### src/rtl/alu_seq_pkg.sv
// Shared definitions for the sequential ALU: function codes, FSM states
// and small opcode classification helpers.
package alu_seq_pkg;

    localparam logic [3:0] OP_ADDS = 4'b0000;
    localparam logic [3:0] OP_ADDU = 4'b0001;
    localparam logic [3:0] OP_SUBS = 4'b0010;
    localparam logic [3:0] OP_SUBU = 4'b0011;
    localparam logic [3:0] OP_AND  = 4'b0100;
    localparam logic [3:0] OP_OR   = 4'b0101;
    localparam logic [3:0] OP_XOR  = 4'b0110;
    localparam logic [3:0] OP_NOR  = 4'b0111;
    localparam logic [3:0] OP_SRL  = 4'b1000;
    localparam logic [3:0] OP_SRA  = 4'b1001;
    localparam logic [3:0] OP_SLL  = 4'b1010;
    localparam logic [3:0] OP_BREV = 4'b1011;
    localparam logic [3:0] OP_NOT  = 4'b1100;
    localparam logic [3:0] OP_MUL  = 4'b1101;
    localparam logic [3:0] OP_ILL0 = 4'b1110;
    localparam logic [3:0] OP_ILL1 = 4'b1111;

    typedef enum logic [1:0] {
        ST_IDLE = 2'b00,
        ST_BUSY = 2'b01,
        ST_DONE = 2'b10
    } state_t;

    function automatic logic is_shift(input logic [3:0] code);
        return (code == OP_SRL) || (code == OP_SRA) || (code == OP_SLL);
    endfunction

endpackage

### src/rtl/alu_core.sv
// Combinational single-cycle functions (add/sub/logic/BREV/NOT/illegal)
// together with their carry, negative, overflow and error flags.
module alu_core #(
    parameter int WIDTH = 32
) (
    input  logic [3:0]       op,
    input  logic [WIDTH-1:0] a,
    input  logic [WIDTH-1:0] b,
    output logic [WIDTH-1:0] result,
    output logic             neg,
    output logic             carry,
    output logic             ovfl,
    output logic             op_err
);
    import alu_seq_pkg::*;

    logic             sub_s;
    logic [WIDTH-1:0] bx_s;
    logic [WIDTH:0]   sum_s;
    logic             sov_s;

    // Shared adder; subtraction is a + ~b + 1 so carry-out means "no borrow"
    always_comb begin
        sub_s = (op == OP_SUBS) || (op == OP_SUBU);
        bx_s  = sub_s ? ~b : b;
        sum_s = {1'b0, a} + {1'b0, bx_s} + {{WIDTH{1'b0}}, sub_s};
        sov_s = (a[WIDTH-1] == bx_s[WIDTH-1]) && (sum_s[WIDTH-1] != a[WIDTH-1]);
    end

    // Function select and flag generation
    always_comb begin
        result = {WIDTH{1'b0}};
        carry  = 1'b0;
        ovfl   = 1'b0;
        op_err = 1'b0;
        case (op)
            OP_ADDS, OP_SUBS: begin
                result = sum_s[WIDTH-1:0];
                carry  = sum_s[WIDTH];
                ovfl   = sov_s;
            end
            OP_ADDU: begin
                result = sum_s[WIDTH-1:0];
                carry  = sum_s[WIDTH];
                ovfl   = sum_s[WIDTH];
            end
            OP_SUBU: begin
                result = sum_s[WIDTH-1:0];
                carry  = sum_s[WIDTH];
                ovfl   = ~sum_s[WIDTH];
            end
            OP_AND:  result = a & b;
            OP_OR:   result = a | b;
            OP_XOR:  result = a ^ b;
            OP_NOR:  result = ~(a | b);
            OP_BREV: begin
                for (int i = 0; i < WIDTH / 8; i++) begin
                    result[8*i +: 8] = a[WIDTH-8-8*i +: 8];
                end
            end
            OP_NOT:  result = ~a;
            OP_ILL0, OP_ILL1: op_err = 1'b1;
            default: result = {WIDTH{1'b0}};
        endcase
        // Unsigned add/sub report carry/borrow on neg, which equals ovfl there
        if ((op == OP_ADDU) || (op == OP_SUBU)) begin
            neg = ovfl;
        end else begin
            neg = result[WIDTH-1];
        end
    end

endmodule

### src/rtl/alu_seq.sv
// Multi-cycle ALU: valid/ready handshaked, one operation in flight,
// iterative shifts (one bit per cycle) and shift-add multiply.
module alu_seq #(
    parameter int WIDTH = 32,
    parameter int SHW   = 5
) (
    input  logic             clk,
    input  logic             reset,
    input  logic             in_valid,
    output logic             in_ready,
    input  logic [3:0]       op,
    input  logic [WIDTH-1:0] a,
    input  logic [WIDTH-1:0] b,
    output logic             out_valid,
    input  logic             out_ready,
    output logic [WIDTH-1:0] result,
    output logic             zero,
    output logic             neg,
    output logic             carry,
    output logic             ovfl,
    output logic             op_err
);
    import alu_seq_pkg::*;

    localparam logic [SHW-1:0] CNT_ZERO = {SHW{1'b0}};
    localparam logic [SHW-1:0] CNT_ONE  = SHW'(1);
    localparam logic [SHW-1:0] MUL_LAST = SHW'(WIDTH - 1);

    state_t           state_r;
    logic [3:0]       op_r;
    logic [WIDTH-1:0] a_r;
    logic [WIDTH-1:0] b_r;
    logic [WIDTH-1:0] acc_r;
    logic [SHW-1:0]   cnt_r;

    logic [WIDTH-1:0] core_res_s;
    logic             core_neg_s;
    logic             core_carry_s;
    logic             core_ovfl_s;
    logic             core_err_s;
    logic [WIDTH-1:0] shift_s;
    logic             shift_c_s;
    logic [WIDTH-1:0] acc_next_s;
    logic [WIDTH-1:0] fin_res_s;
    logic             fin_neg_s;
    logic             fin_carry_s;
    logic             fin_ovfl_s;
    logic             fin_err_s;
    logic             fin_last_s;

    alu_core #(.WIDTH(WIDTH)) u_core (
        .op     (op_r),
        .a      (a_r),
        .b      (b_r),
        .result (core_res_s),
        .neg    (core_neg_s),
        .carry  (core_carry_s),
        .ovfl   (core_ovfl_s),
        .op_err (core_err_s)
    );

    // One-bit shift step and one multiply step on the working registers
    always_comb begin
        case (op_r)
            OP_SRL: begin
                shift_s   = {1'b0, a_r[WIDTH-1:1]};
                shift_c_s = a_r[0];
            end
            OP_SRA: begin
                shift_s   = {a_r[WIDTH-1], a_r[WIDTH-1:1]};
                shift_c_s = a_r[0];
            end
            OP_SLL: begin
                shift_s   = {a_r[WIDTH-2:0], 1'b0};
                shift_c_s = a_r[WIDTH-1];
            end
            default: begin
                shift_s   = a_r;
                shift_c_s = 1'b0;
            end
        endcase
        if (b_r[0]) begin
            acc_next_s = acc_r + a_r;
        end else begin
            acc_next_s = acc_r;
        end
    end

    // Result/flags to commit when the current BUSY cycle is the last one
    always_comb begin
        fin_res_s   = core_res_s;
        fin_neg_s   = core_neg_s;
        fin_carry_s = core_carry_s;
        fin_ovfl_s  = core_ovfl_s;
        fin_err_s   = core_err_s;
        fin_last_s  = 1'b1;
        if (is_shift(op_r)) begin
            // A zero shift amount completes at once with the operand untouched
            if (cnt_r == CNT_ZERO) begin
                fin_res_s   = a_r;
                fin_carry_s = 1'b0;
            end else begin
                fin_res_s   = shift_s;
                fin_carry_s = shift_c_s;
            end
            fin_neg_s  = fin_res_s[WIDTH-1];
            fin_ovfl_s = 1'b0;
            fin_err_s  = 1'b0;
            fin_last_s = (cnt_r <= CNT_ONE);
        end else if (op_r == OP_MUL) begin
            fin_res_s   = acc_next_s;
            fin_neg_s   = acc_next_s[WIDTH-1];
            fin_carry_s = 1'b0;
            fin_ovfl_s  = 1'b0;
            fin_err_s   = 1'b0;
            fin_last_s  = (cnt_r == CNT_ZERO);
        end else begin
            fin_last_s = 1'b1;
        end
    end

    // Control FSM, operand/iteration registers and registered outputs
    always_ff @(posedge clk or posedge reset) begin
        if (reset) begin
            state_r   <= ST_IDLE;
            in_ready  <= 1'b1;
            out_valid <= 1'b0;
            result    <= {WIDTH{1'b0}};
            zero      <= 1'b0;
            neg       <= 1'b0;
            carry     <= 1'b0;
            ovfl      <= 1'b0;
            op_err    <= 1'b0;
            op_r      <= 4'b0000;
            a_r       <= {WIDTH{1'b0}};
            b_r       <= {WIDTH{1'b0}};
            acc_r     <= {WIDTH{1'b0}};
            cnt_r     <= CNT_ZERO;
        end else begin
            case (state_r)
                ST_IDLE: begin
                    if (in_valid) begin
                        op_r     <= op;
                        a_r      <= a;
                        b_r      <= b;
                        acc_r    <= {WIDTH{1'b0}};
                        cnt_r    <= (op == OP_MUL) ? MUL_LAST : b[SHW-1:0];
                        in_ready <= 1'b0;
                        state_r  <= ST_BUSY;
                    end
                end
                ST_BUSY: begin
                    if (is_shift(op_r) && (cnt_r != CNT_ZERO)) begin
                        a_r   <= shift_s;
                        cnt_r <= cnt_r - CNT_ONE;
                    end else if (op_r == OP_MUL) begin
                        acc_r <= acc_next_s;
                        a_r   <= {a_r[WIDTH-2:0], 1'b0};
                        b_r   <= {1'b0, b_r[WIDTH-1:1]};
                        cnt_r <= cnt_r - CNT_ONE;
                    end
                    if (fin_last_s) begin
                        state_r   <= ST_DONE;
                        out_valid <= 1'b1;
                        result    <= fin_res_s;
                        zero      <= (fin_res_s == {WIDTH{1'b0}});
                        neg       <= fin_neg_s;
                        carry     <= fin_carry_s;
                        ovfl      <= fin_ovfl_s;
                        op_err    <= fin_err_s;
                    end
                end
                ST_DONE: begin
                    if (out_ready) begin
                        state_r   <= ST_IDLE;
                        in_ready  <= 1'b1;
                        out_valid <= 1'b0;
                        op_err    <= 1'b0;
                    end
                end
                default: begin
                    state_r   <= ST_IDLE;
                    in_ready  <= 1'b1;
                    out_valid <= 1'b0;
                end
            endcase
        end
    end

endmodule

### config.mk
export PLATFORM = sky130hd
export DESIGN_NAME = alu_seq
export DESIGN_NICKNAME = d
export VERILOG_FILES = /design/src/rtl/alu_seq_pkg.sv /design/src/rtl/alu_core.sv /design/src/rtl/alu_seq.sv
export SDC_FILE = /design/constraint.sdc
export NUM_CORES = 1
export LEC_CHECK = 0
export BUFFER_PORTS_ARGS = -buffer_cell sky130_fd_sc_hd__clkbuf_2
export CORE_AREA = 2 2 239 147
export DETAILED_ROUTE_END_ITERATION = 7
export DIE_AREA = 0 0 241 149
export SYNTH_ARGS = -nofsm -noshare
export SYNTH_HDL_FRONTEND = slang
export SYNTH_SLANG_ARGS = --single-unit
### constraint.sdc
create_clock -name clk -period 9.2 [get_ports clk]
set_input_delay 0.46 -clock clk [delete_from_list [all_inputs] [get_ports clk]]
set_output_delay 0.46 -clock clk [all_outputs]
set_load 0.02 [all_outputs]
======== Word level (Yosys, flattened, before mapping) ========
Index checks and enable logic that the tools add are counted.
storage, ports and cells
  register bits after elaboration ......... 146
  input bits .............................. 72
  output and inout port bits .............. 39
operators by class
  multiplexer cells ....................... 52
  bitwise logic cells ..................... 9
  $add $sub $neg .......................... 4
  magnitude comparators ................... 1
  eq/ne operators ......................... 26
  reductions and logical operators ........ 25
operators by type and width
  kind                                                              number
  32-bit two-way mux                                                14
  32-bit one-hot mux with 7 select lines                            1
  32-bit one-hot mux with 2 select lines                            3
  32-bit NOT                                                        3
  32-bit one-hot mux with 3 select lines                            1
  4-bit == test (second input constant)                             9
  32-bit by 32-bit adder with 33-bit output                         1
  33-bit by 1-bit adder with 33-bit output                          1
  32-bit adder                                                      1
  32-bit AND                                                        1
  32-bit zero test                                                  1
  32-bit bitwise OR                                                 1
  32-bit XOR                                                        1
  5-bit two-way mux                                                 4
  1-bit two-way mux                                                 19
  4-bit by 3-bit == test with 1-bit output (second input constant)  4
  3-bit AND reduction                                               5
  2-bit != test (second input constant)                             5
  5-bit one-hot mux with 2 select lines                             1
  1-bit one-hot mux with 3 select lines                             3
  4-bit by 2-bit == test with 1-bit output (second input constant)  2
  2-bit two-way mux                                                 3
  2-bit one-hot mux with 3 select lines                             1
  2-bit OR reduction                                                3
  other kinds (20)                                                  29

======== Longest topological paths before layout ========
Gate-level depths: netlist of run 1.
  depth after elaboration ................. 11
  depth in mapped cells ................... 17
  gate-level depth less buffers ........... 15

======== By module ========
A second synthesis of run 1 with hierarchy kept.
second synthesis, totals
  cell total of the unflattened synthesis .. 1926
  area, all modules ....................... 14684.1 um^2
modules (own cells, without submodules)
  module    times used  area each (um^2)  cells an instance
  alu_seq   1           10015.9           1251
  alu_core  1           4668.2            675

======== Worst setup path after synthesis of run 1 ========
No wires, ideal clock.
  path kind ............................... reg-to-reg
  start ................................... reg op_r[2]
  end ..................................... reg zero
  clock period less this slack ............ 4.403 ns
  data arrival time ....................... 4.312 ns
  path buffers ............................ 2
  path slack .............................. 4.797 ns
  stages on the path, launching flop included .. 17
  cell sequence ........................... dfrtp_1 -> nor3b_1 -> buf_2 -> buf_1 -> mux2i_1 -> fa_1 -> nand3b_1 -> a211oi_1 -> or3_1 -> a21oi_1 -> a2111o_1 -> a2111oi_2 -> nand4_1 -> or4_1 -> nor4_1 -> nand3_1 -> o31ai_2
between the ends
  longest elaborated chain between the ends .. 9
  elaborated cells on any way between the ends .. 30
  classes of those cells .................. 2 x add/sub; 13 x eq/ne; 8 x mux; 7 x reduce/logical
ends and longest elaborated chain
  element                                    RTL line                        text
  start, declared                            alu_seq.sv:30                   logic [3:0] op_r;
  start signal, assigned                     alu_seq.sv:143                  op_r <= op;
  4-bit by 2-bit == test with 1-bit output   alu_core.sv:24, alu_core.sv:36
  1-bit logical OR                           alu_core.sv:24                  sub_s = (op == OP_SUBS) || (op == OP_SUBU);
  32-bit two-way mux                         alu_core.sv:25                  bx_s = sub_s ? ~b : b;
  32-bit by 32-bit adder with 33-bit output  alu_core.sv:26                  sum_s = {1'b0, a} + {1'b0, bx_s} + {{WIDTH{1'b0}}, sub_s};
  33-bit by 1-bit adder with 33-bit output   alu_core.sv:26
  32-bit one-hot mux with 7 select lines     alu_core.sv:36                  case (op)
  32-bit two-way mux                         alu_seq.sv:110                  end else if (op_r == OP_MUL) begin
  32-bit two-way mux                         alu_seq.sv:97                   if (is_shift(op_r)) begin
  32-bit zero test                           alu_seq.sv:166                  zero <= (fin_res_s == {WIDTH{1'b0}});
  end signal, assigned                       alu_seq.sv:166
  end, declared                              alu_seq.sv:17                   output logic zero,
Several ways; a longest one is shown, not always the timed one.
A chain may end at the register's enable or synchronous reset.

======== Final worst setup path of run 1 ========
  start ................................... reg op_r[1]
  end ..................................... reg zero
Same word-level chain as after synthesis.

==> results of run 1 <==
critical path, stage by stage, from the launching register on:
cell and delay (ns):
dfrtp_4 0.79, nor3b_2 0.26, buf_4 0.51, xnor2_1 0.19, ha_1 0.36, a21oi_1 0.30
o21ai_0 0.18, nor3_1 0.64, and2_1 0.30, mux2i_1 0.09, nor4_1 0.50, nand4_1 0.15
or4_1 0.59, nor4_1 0.50, nand3_1 0.16, o31ai_2 0.19
flip-flops by register name, indices dropped and copies added (netlist names):
signal	flops
op_err	1
carry	1
acc_r	32
a_r	32
result	32
b_r	32
ovfl	1
neg	1
in_ready	1
state_r	2
op_r	4
zero	1
out_valid	1
cnt_r	5
cell families after synthesis:
group,share of synthesized area
flip-flops,0.244
buffers and inverters,0.0659
adder cells (fa/ha/maj),0.116
AND/OR/NAND/NOR,0.206
XOR/XNOR,0.0595
AO/OA/AOI/OAI,0.288
multiplexers,0.0212
final cells by class:
type / count / area [sq um] / share of cell area
well taps: 467 / 584 / 0.0356
flip-flops and latches: 146 / 3660 / 0.223
repair buffers: 145 / 813 / 0.0496
clock buffers: 18 / 429 / 0.0261
inverters: 91 / 347 / 0.0211
multi-input cells: 1586 / 10400 / 0.636
clock inverters: 14 / 144 / 0.00877
worst max path at each step:
stage                       to  cells after the start  slack (ns)  startpoint
after floorplan           zero                     16        4.80     op_r[2]
after global placement    zero                     15        3.64     op_r[1]
after detailed placement  zero                     15        3.53     op_r[1]
after CTS                 zero                     15        3.52     op_r[1]
after global routing      zero                     15        3.03     op_r[1]
final                     zero                     15        3.38     op_r[1]
routing by layer:
metal	up-vias	GRT usage	wire [microns]
met5	-	0	0
met1	7764	0.515	28600
met2	884	0.539	27300
li1	7255	-	-
met4	0	0.119	2020
met3	133	0.0801	6410
metrics by stage:
stage          area (sq um)   util  std cells
2_1_floorplan         15000      -       1981
6_report              16400  0.482       2467
5_1_grt               16400  0.482       2467
3_3_place_gp          15800  0.465       2435
4_1_cts               16400  0.482       2467
3_5_place_dp          15800  0.465       2435
placed cells by master (no fill, tap or decap), types with 7 or more instances in the layout:
cell type  instances
or3_1              9
a311oi_1           7
o21ai_1            7
o221ai_1           7
o21ai_0          140
nor3b_1            8
a221oi_1          28
nand4_1           18
inv_1             85
nor2_1           147
a22oi_1           22
clkbuf_2         110
nand2b_1          17
o31ai_1           12
nand2_1          271
xor2_1            22
o211ai_1          24
clkbuf_16         17
o21a_1            12
dfrtp_1          144
nand3_1           91
o22ai_1           15
nor4_1            10
a211oi_1          30
a221o_1           12
inv_6              7
a21o_1            17
xnor2_1           80
a21oi_1          152
mux2i_1           25
ha_1             136
nor3_1            27
nor2b_1           14
a31oi_1           47
buf_4             35
a222oi_1           9
==> metrics.md, run 1 <==
| Metric | Value |
|---|---|
| CP arrival | `between 6 and 7 ns` |
| Initial DRT Pass Iterations | `8` |
| Outcome | `finished, final reports clean` |
| Most common cell in the netlist | `nand2_1` |
| Seq/Total Area, Yosys | `0.244` |
| Initial drt markers | `2317` |
| Total GRT Usage | `0.361` |
| Synth Register Bits | `approximately 150` |
| Setup_tns | `0 ns` |
| RSZ-0062 raised after global routing | `false` |
| Startpoint Class | `flop` |
| Post-Synthesis Cells | `1981` |
| Placer Congestion | `about 1.0` |
| Clk_lat worst skew | `around 0.47 ns` |
| CTS tree | `built` |
| Synthesized area | `between 15000 and 20000 sq um` |
| CTS max path bufs | `2` |
| Total CTS buffers | `17` |
| Ratio of cells with drive above 1 in the final layout | `0.112` |
| Wire per inst | `approximately 26 microns` |
| Post-Syn Area per Cell | `approximately 7.6 sq um` |
| Least-Margin Pin Slew | `1.17 ns` |
| Die W | `around 240 microns` |
| CTS clk-pin slew, worst paths | `roughly 0.080 ns` |
| Final ANT Viol Nets | `0` |
| Remaining DRCs | `0` |
| Share of the synthesized area in the top cell type | `0.242` |
| Core Area | `~34000 sq um` |
| Ys Warns | `0` |
| R2r setup slk | `about 3.4 ns` |
| Top-level port count | `111` |
| Post-CTS Hold Buffers | `0` |
| Final Net Count | `roughly 2200` |
| Area Growth Syn to Fin | `9.37%` |
| Post-synth ARST share | `1.00` |
| Die Ht | `149 microns` |
| Critical R2R Launch | `op_r[1]` |
| Crit path kind | `reg -> reg` |
| R2R depth | `15` |
| Final Hold Fails | `0` |
| Via count | `about 16000` |
| Post-CTS setup buffers | `0` |
| Worst R2R End | `zero` |
| Critical path required time | `between 9 and 10 ns` |
| Crit end category | `flop` |
| Vias per cell | `~6.5` |
| Antenna diodes | `0` |
| Top FF cell, synth | `dfrtp_1` |
| Mapped Nets | `2191` |
| Setup ws final | `3.38 ns` |
| Crit-path max FO | `between 40 and 50` |
| Placement Rows | `53` |
| Relative slew slack | `0.216` |
| Die Area | `between 30000 and 40000 sq um` |
| Final WL | `around 64000 microns` |
| Htree depth | `4` |
| Clock Skew | `between 0.015 and 0.02 ns` |
| Hpwl dp | `47900 microns` |
| Final period utilization | `0.632` |
| Filler cells | `3482` |
| Final Slew Violations | `0` |
| Dpl ws | `between 3 and 4 ns` |
| Fin crit period | `5.82 ns` |
| Clock root cell | `clkbuf_16` |
| Synth area leaders | `dfrtp_1 24%, ha_1 11%, nand2_1 6.8%` |
| Vias in the first global route | `15100` |
| Port Buf Inserts | `110` |
| Class of the worst hold path | `in -> async` |
| CTS resizes | `0` |
| Final setup viols | `0` |
| First-pass GRT wire length | `96400 microns` |
| Initial Util | `0.440` |
| Peak Freq | `0.172 GHz` |
| Largest net degree at the start of global routing | `a little over 80` |
| Total gr overflow | `0` |
| TritonCTS Sinks | `between 100 and 150` |
| Initial antenna violation count | `0` |
| Fin Hold WS | `0.0860 ns` |
| Max-Cap Viols | `0` |
| EDFF count, synth | `0` |
| Post-synth top cells | `272 x nand2_1, 152 x a21oi_1, 149 x nor2_1, 145 x dfrtp_1, 140 x o21ai_0` |
| Library cells used by synthesis | `94` |
| Area leader, netlist | `dfrtp_1` |
Power of run 1 is left out: the tool's default activity adds up to more than one toggle a clock period on the data nets, which glitch-free logic cannot reach.
==> inputs of run 2 (changes only) <==
ABC_AREA = 1   (was default)
CORE_AREA = 2 2 241 148   (was 2 2 239 147)
DIE_AREA = 0 0 243 150   (was 0 0 241 149)
clock period = 6.05 ns   (was 9.2 ns; I/O delays follow)
==> run 2 against run 1 <==
Clock-buffer cell count shrank 1. Global-route usage is 2.0 points higher. Final area rose by 2.0%. Utilization is 0.57 points higher. Sequential cell count stayed put. Hold slack worse by 0.012 ns. Die area grew 1.5%. Critical path depth is 3 higher. Area after synthesis rose by 1.8%. First-iteration DRC count up 5.5%. Clock skew shrank 0.0012 ns. Register-to-register slack worse by 2.4 ns. Critical path type unchanged.
==> metrics.md, run 2 <==
| Metric | Value |
|---|---|
| Crit end category | `flop` |
| Largest net degree at the start of global routing | `90` |
| GR Util met3 | `0.126` |
| Total power | `11.8 mW` |
| Final setup viols | `0` |
| Total gr overflow | `0` |
| Outcome | `finished, final reports clean` |
| Buf/Inv on CP | `3` |
| Synth area leaders | `dfrtp_1 24%, nand2_1 16%, ha_1 11%` |
| Total CTS buffers | `17` |
| Max-Cap Viols | `0` |
| Worst path depth | `18` |
| CP arrival | `between 5 and 6 ns` |
| Antenna diodes | `0` |
| Hpwl dp | `between 50000 and 60000 microns` |
| Library cells used by synthesis | `54` |
| Post-synth top cells | `634 x nand2_1, 351 x inv_1, 241 x nand3_1, 212 x o21ai_0, 178 x nor2_1` |
| EDFF count, synth | `0` |
| CTS max path bufs | `2` |
| Initial antenna violation count | `5` |
| Die W | `between 200 and 250 microns` |
| Seq/Total Area, Yosys | `0.239` |
| Mapped Nets | `around 2600` |
| Clk_lat worst skew | `0.47 ns` |
| Final ANT Viol Nets | `0` |
| Initial DRT Pass Iterations | `6` |
| Clock root cell | `clkbuf_16` |
| Core Area | `around 34000 sq um` |
| Top cell family by delay on the critical path | `simple AND/OR/NAND/NOR gates` |
| Leakage power | `8.57 nW` |
| Slowest CP cell | `nor2_4` |
| Peak Freq | `0.198 GHz` |
| Port Buf Inserts | `between 100 and 150` |
| Die Area | `36500 sq um` |
| Most common cell in the netlist | `nand2_1` |
| CTS clk-pin slew, worst paths | `~0.08 ns` |
| Critical Path Max Stage Delay | `approximately 0.80 ns` |
| Placer Congestion | `about 1.0` |
| Vias in the first global route | `15500` |
| Via count | `between 15000 and 20000` |
| Share of the synthesized area in the top cell type | `0.237` |
| Crit-path cells | `nor2_4 -> nand2_2 -> buf_4 -> xor2_1 -> ha_1 -> a21oi_1 -> inv_1 -> a21oi_1 -> nand3_1 -> o21ai_0 -> nand2_1 -> inv_1 -> nand3b_1 -> nor2_1 -> nand3_1 -> nor2_1 -> nand4_1 -> nand2_1` |
| CTS tree | `built` |
| Final period utilization | `0.833` |
| Top-level port count | `approximately 110` |
| Final WL | `~70000 microns` |
| Most common cell after layout, fill and taps aside | `nand2_1` |
| Filler cells | `approximately 3800` |
| Post-Syn Area per Cell | `around 6.4 sq um` |
| Crit path kind | `reg -> reg` |
| Post-Synthesis Cells | `between 2000 and 2500` |
| Post-CTS setup buffers | `0` |
| Reg area | `between 3000 and 4000 sq um` |
| Htree depth | `4` |
| Most frequent cells in the layout | `633 x nand2_1, 350 x inv_1, 241 x nand3_1, 212 x o21ai_0, 176 x nor2_1` |
| Post-synth ARST share | `1.00` |
| Final Net Count | `2668` |
| Met1 Usage GRT | `0.585` |
| Synth Register Bits | `around 150` |
| Least-Margin Pin Slew | `around 1.2 ns` |
| Final Slew Violations | `0` |
| Area leader, netlist | `dfrtp_1` |
| IR drop worst, VDD | `about 450 uV` |
| Synthesized area | `~15000 sq um` |
| CTS resizes | `0` |
| Met2 Usage GRT | `0.509` |
| Critical path required time | `6.45 ns` |
| Ratio of cells with drive above 1 in the final layout | `0.0809` |
| Vias per cell | `5.93` |
| PwrDens | `around 700 nW/um^2` |
| Area taken by multi-input logic gates | `just under 10000 sq um` |
| Area Growth Syn to Fin | `9.52%` |
| Hold path cells | `2` |
| Wire per inst | `between 20 and 25 microns` |
| Remaining DRCs | `0` |
| Relative slew slack | `0.191` |
| GRT busiest layer | `met1` |
| RSZ-0062 raised after global routing | `false` |
| Fin crit period | `just over 5 ns` |
| First-pass GRT wire length | `around 100000 microns` |
| Die Ht | `around 150 microns` |
| TritonCTS Sinks | `~150` |
| Final Hold Fails | `0` |
| Startpoint Class | `flop` |
| Setup_tns | `0 ns` |
| Class of the worst hold path | `in -> reg` |
| Initial drt markers | `~2400` |
| Placement Rows | `53` |
| R2R depth | `18` |
| Initial Util | `0.445` |
| Crit-path max FO | `32` |
| Total GRT Usage | `0.382` |
| Ys Warns | `0` |
| Post-CTS Hold Buffers | `1` |
| Clock Skew | `approximately 0.016 ns` |
| Top FF cell, synth | `dfrtp_1` |
## run 2: changes by cell type after synthesis, sizes merged, moves of 62 or more
cell    before  now
nand3       92  241
xnor2       80    8
nand2      274  643
o21ai      148  218
a21oi      152   62
inv         90  358
o22ai       16   82
clkbuf     108   46
## run 2: worst register-to-register path, stage by stage, from the launching register on
cell	delay, ns
dfrtp_1	0.47
nor2_4	0.80
nand2_2	0.08
buf_4	0.36
xor2_1	0.25
ha_1	0.39
a21oi_1	0.30
inv_1	0.07
a21oi_1	0.38
nand3_1	0.37
o21ai_0	0.33
nand2_1	0.10
inv_1	0.08
nand3b_1	0.25
nor2_1	0.17
nand3_1	0.09
nor2_1	0.27
nand4_1	0.13
nand2_1	0.08
## run 2: layout make-up
cell class	instances	area share
repair buffers	129	0.0416
clock inverters	15	0.0110
multi-input cells	1806	0.588
well taps	467	0.0349
inverters	358	0.0806
clock buffers	17	0.0254
flip-flops and latches	146	0.218
## run 2: through the flow
stage	std cells	worst slack [ns]	util	cell area, sq um	hold slack [ns]
after floorplan	2405	1.83	-	15300	0.410
final	2938	1.01	0.487	16700	0.0740
after CTS	2938	1.36	0.487	16700	0.0726
after global routing	2938	1.09	0.487	16700	0.0937
after global placement	2905	1.39	0.469	16100	0.364
after detailed placement	2905	1.40	0.469	16100	0.374
## run 2: logic make-up (layout without fill, tap and decap cells)
family | count (synthesis) | after routing | synth area share
and+or+nand+nor | 1152 | 1152 | 0.319
DFF | 146 | 146 | 0.239
xor gates and xnor gates | 41 | 41 | 0.0235
buffers and inverters | 453 | 519 | 0.118
adders and majority gates | 138 | 138 | 0.114
AOI/OAI and AO/OA | 475 | 475 | 0.186
## run 2: worst paths after layout
| path | start | end | slack [ns] |
|---|---|---|---|
| min reg2reg | result[27] | result[27] | 0.49 |
| max in group asynchronous | reset | op_r[0] | 4.38 |
| min in group asynchronous | reset | acc_r[24] | 0.40 |
| max | op_r[2] | zero | 1.01 |
| min | out_ready | state_r[1] | 0.07 |
| max reg2reg | op_r[2] | zero | 1.01 |
## run 2: routing by layer
| metal | wire length (microns) | vias up |
|---|---|---|
| li1 | - | 8063 |
| met1 | 33100 | 8234 |
| met2 | 26300 | 1046 |
| met3 | 9530 | 73 |
| met4 | 1040 | 4 |
| met5 | 27 | - |
## run 2: report_power, final
group	internal (mW)	switching [mW]	leakage (nW)
Sequential	1.36	0.542	1.86
Clock	0.560	0.578	0.295
Combinational	2.46	6.27	6.41
(Power assumes the default switching activity.)
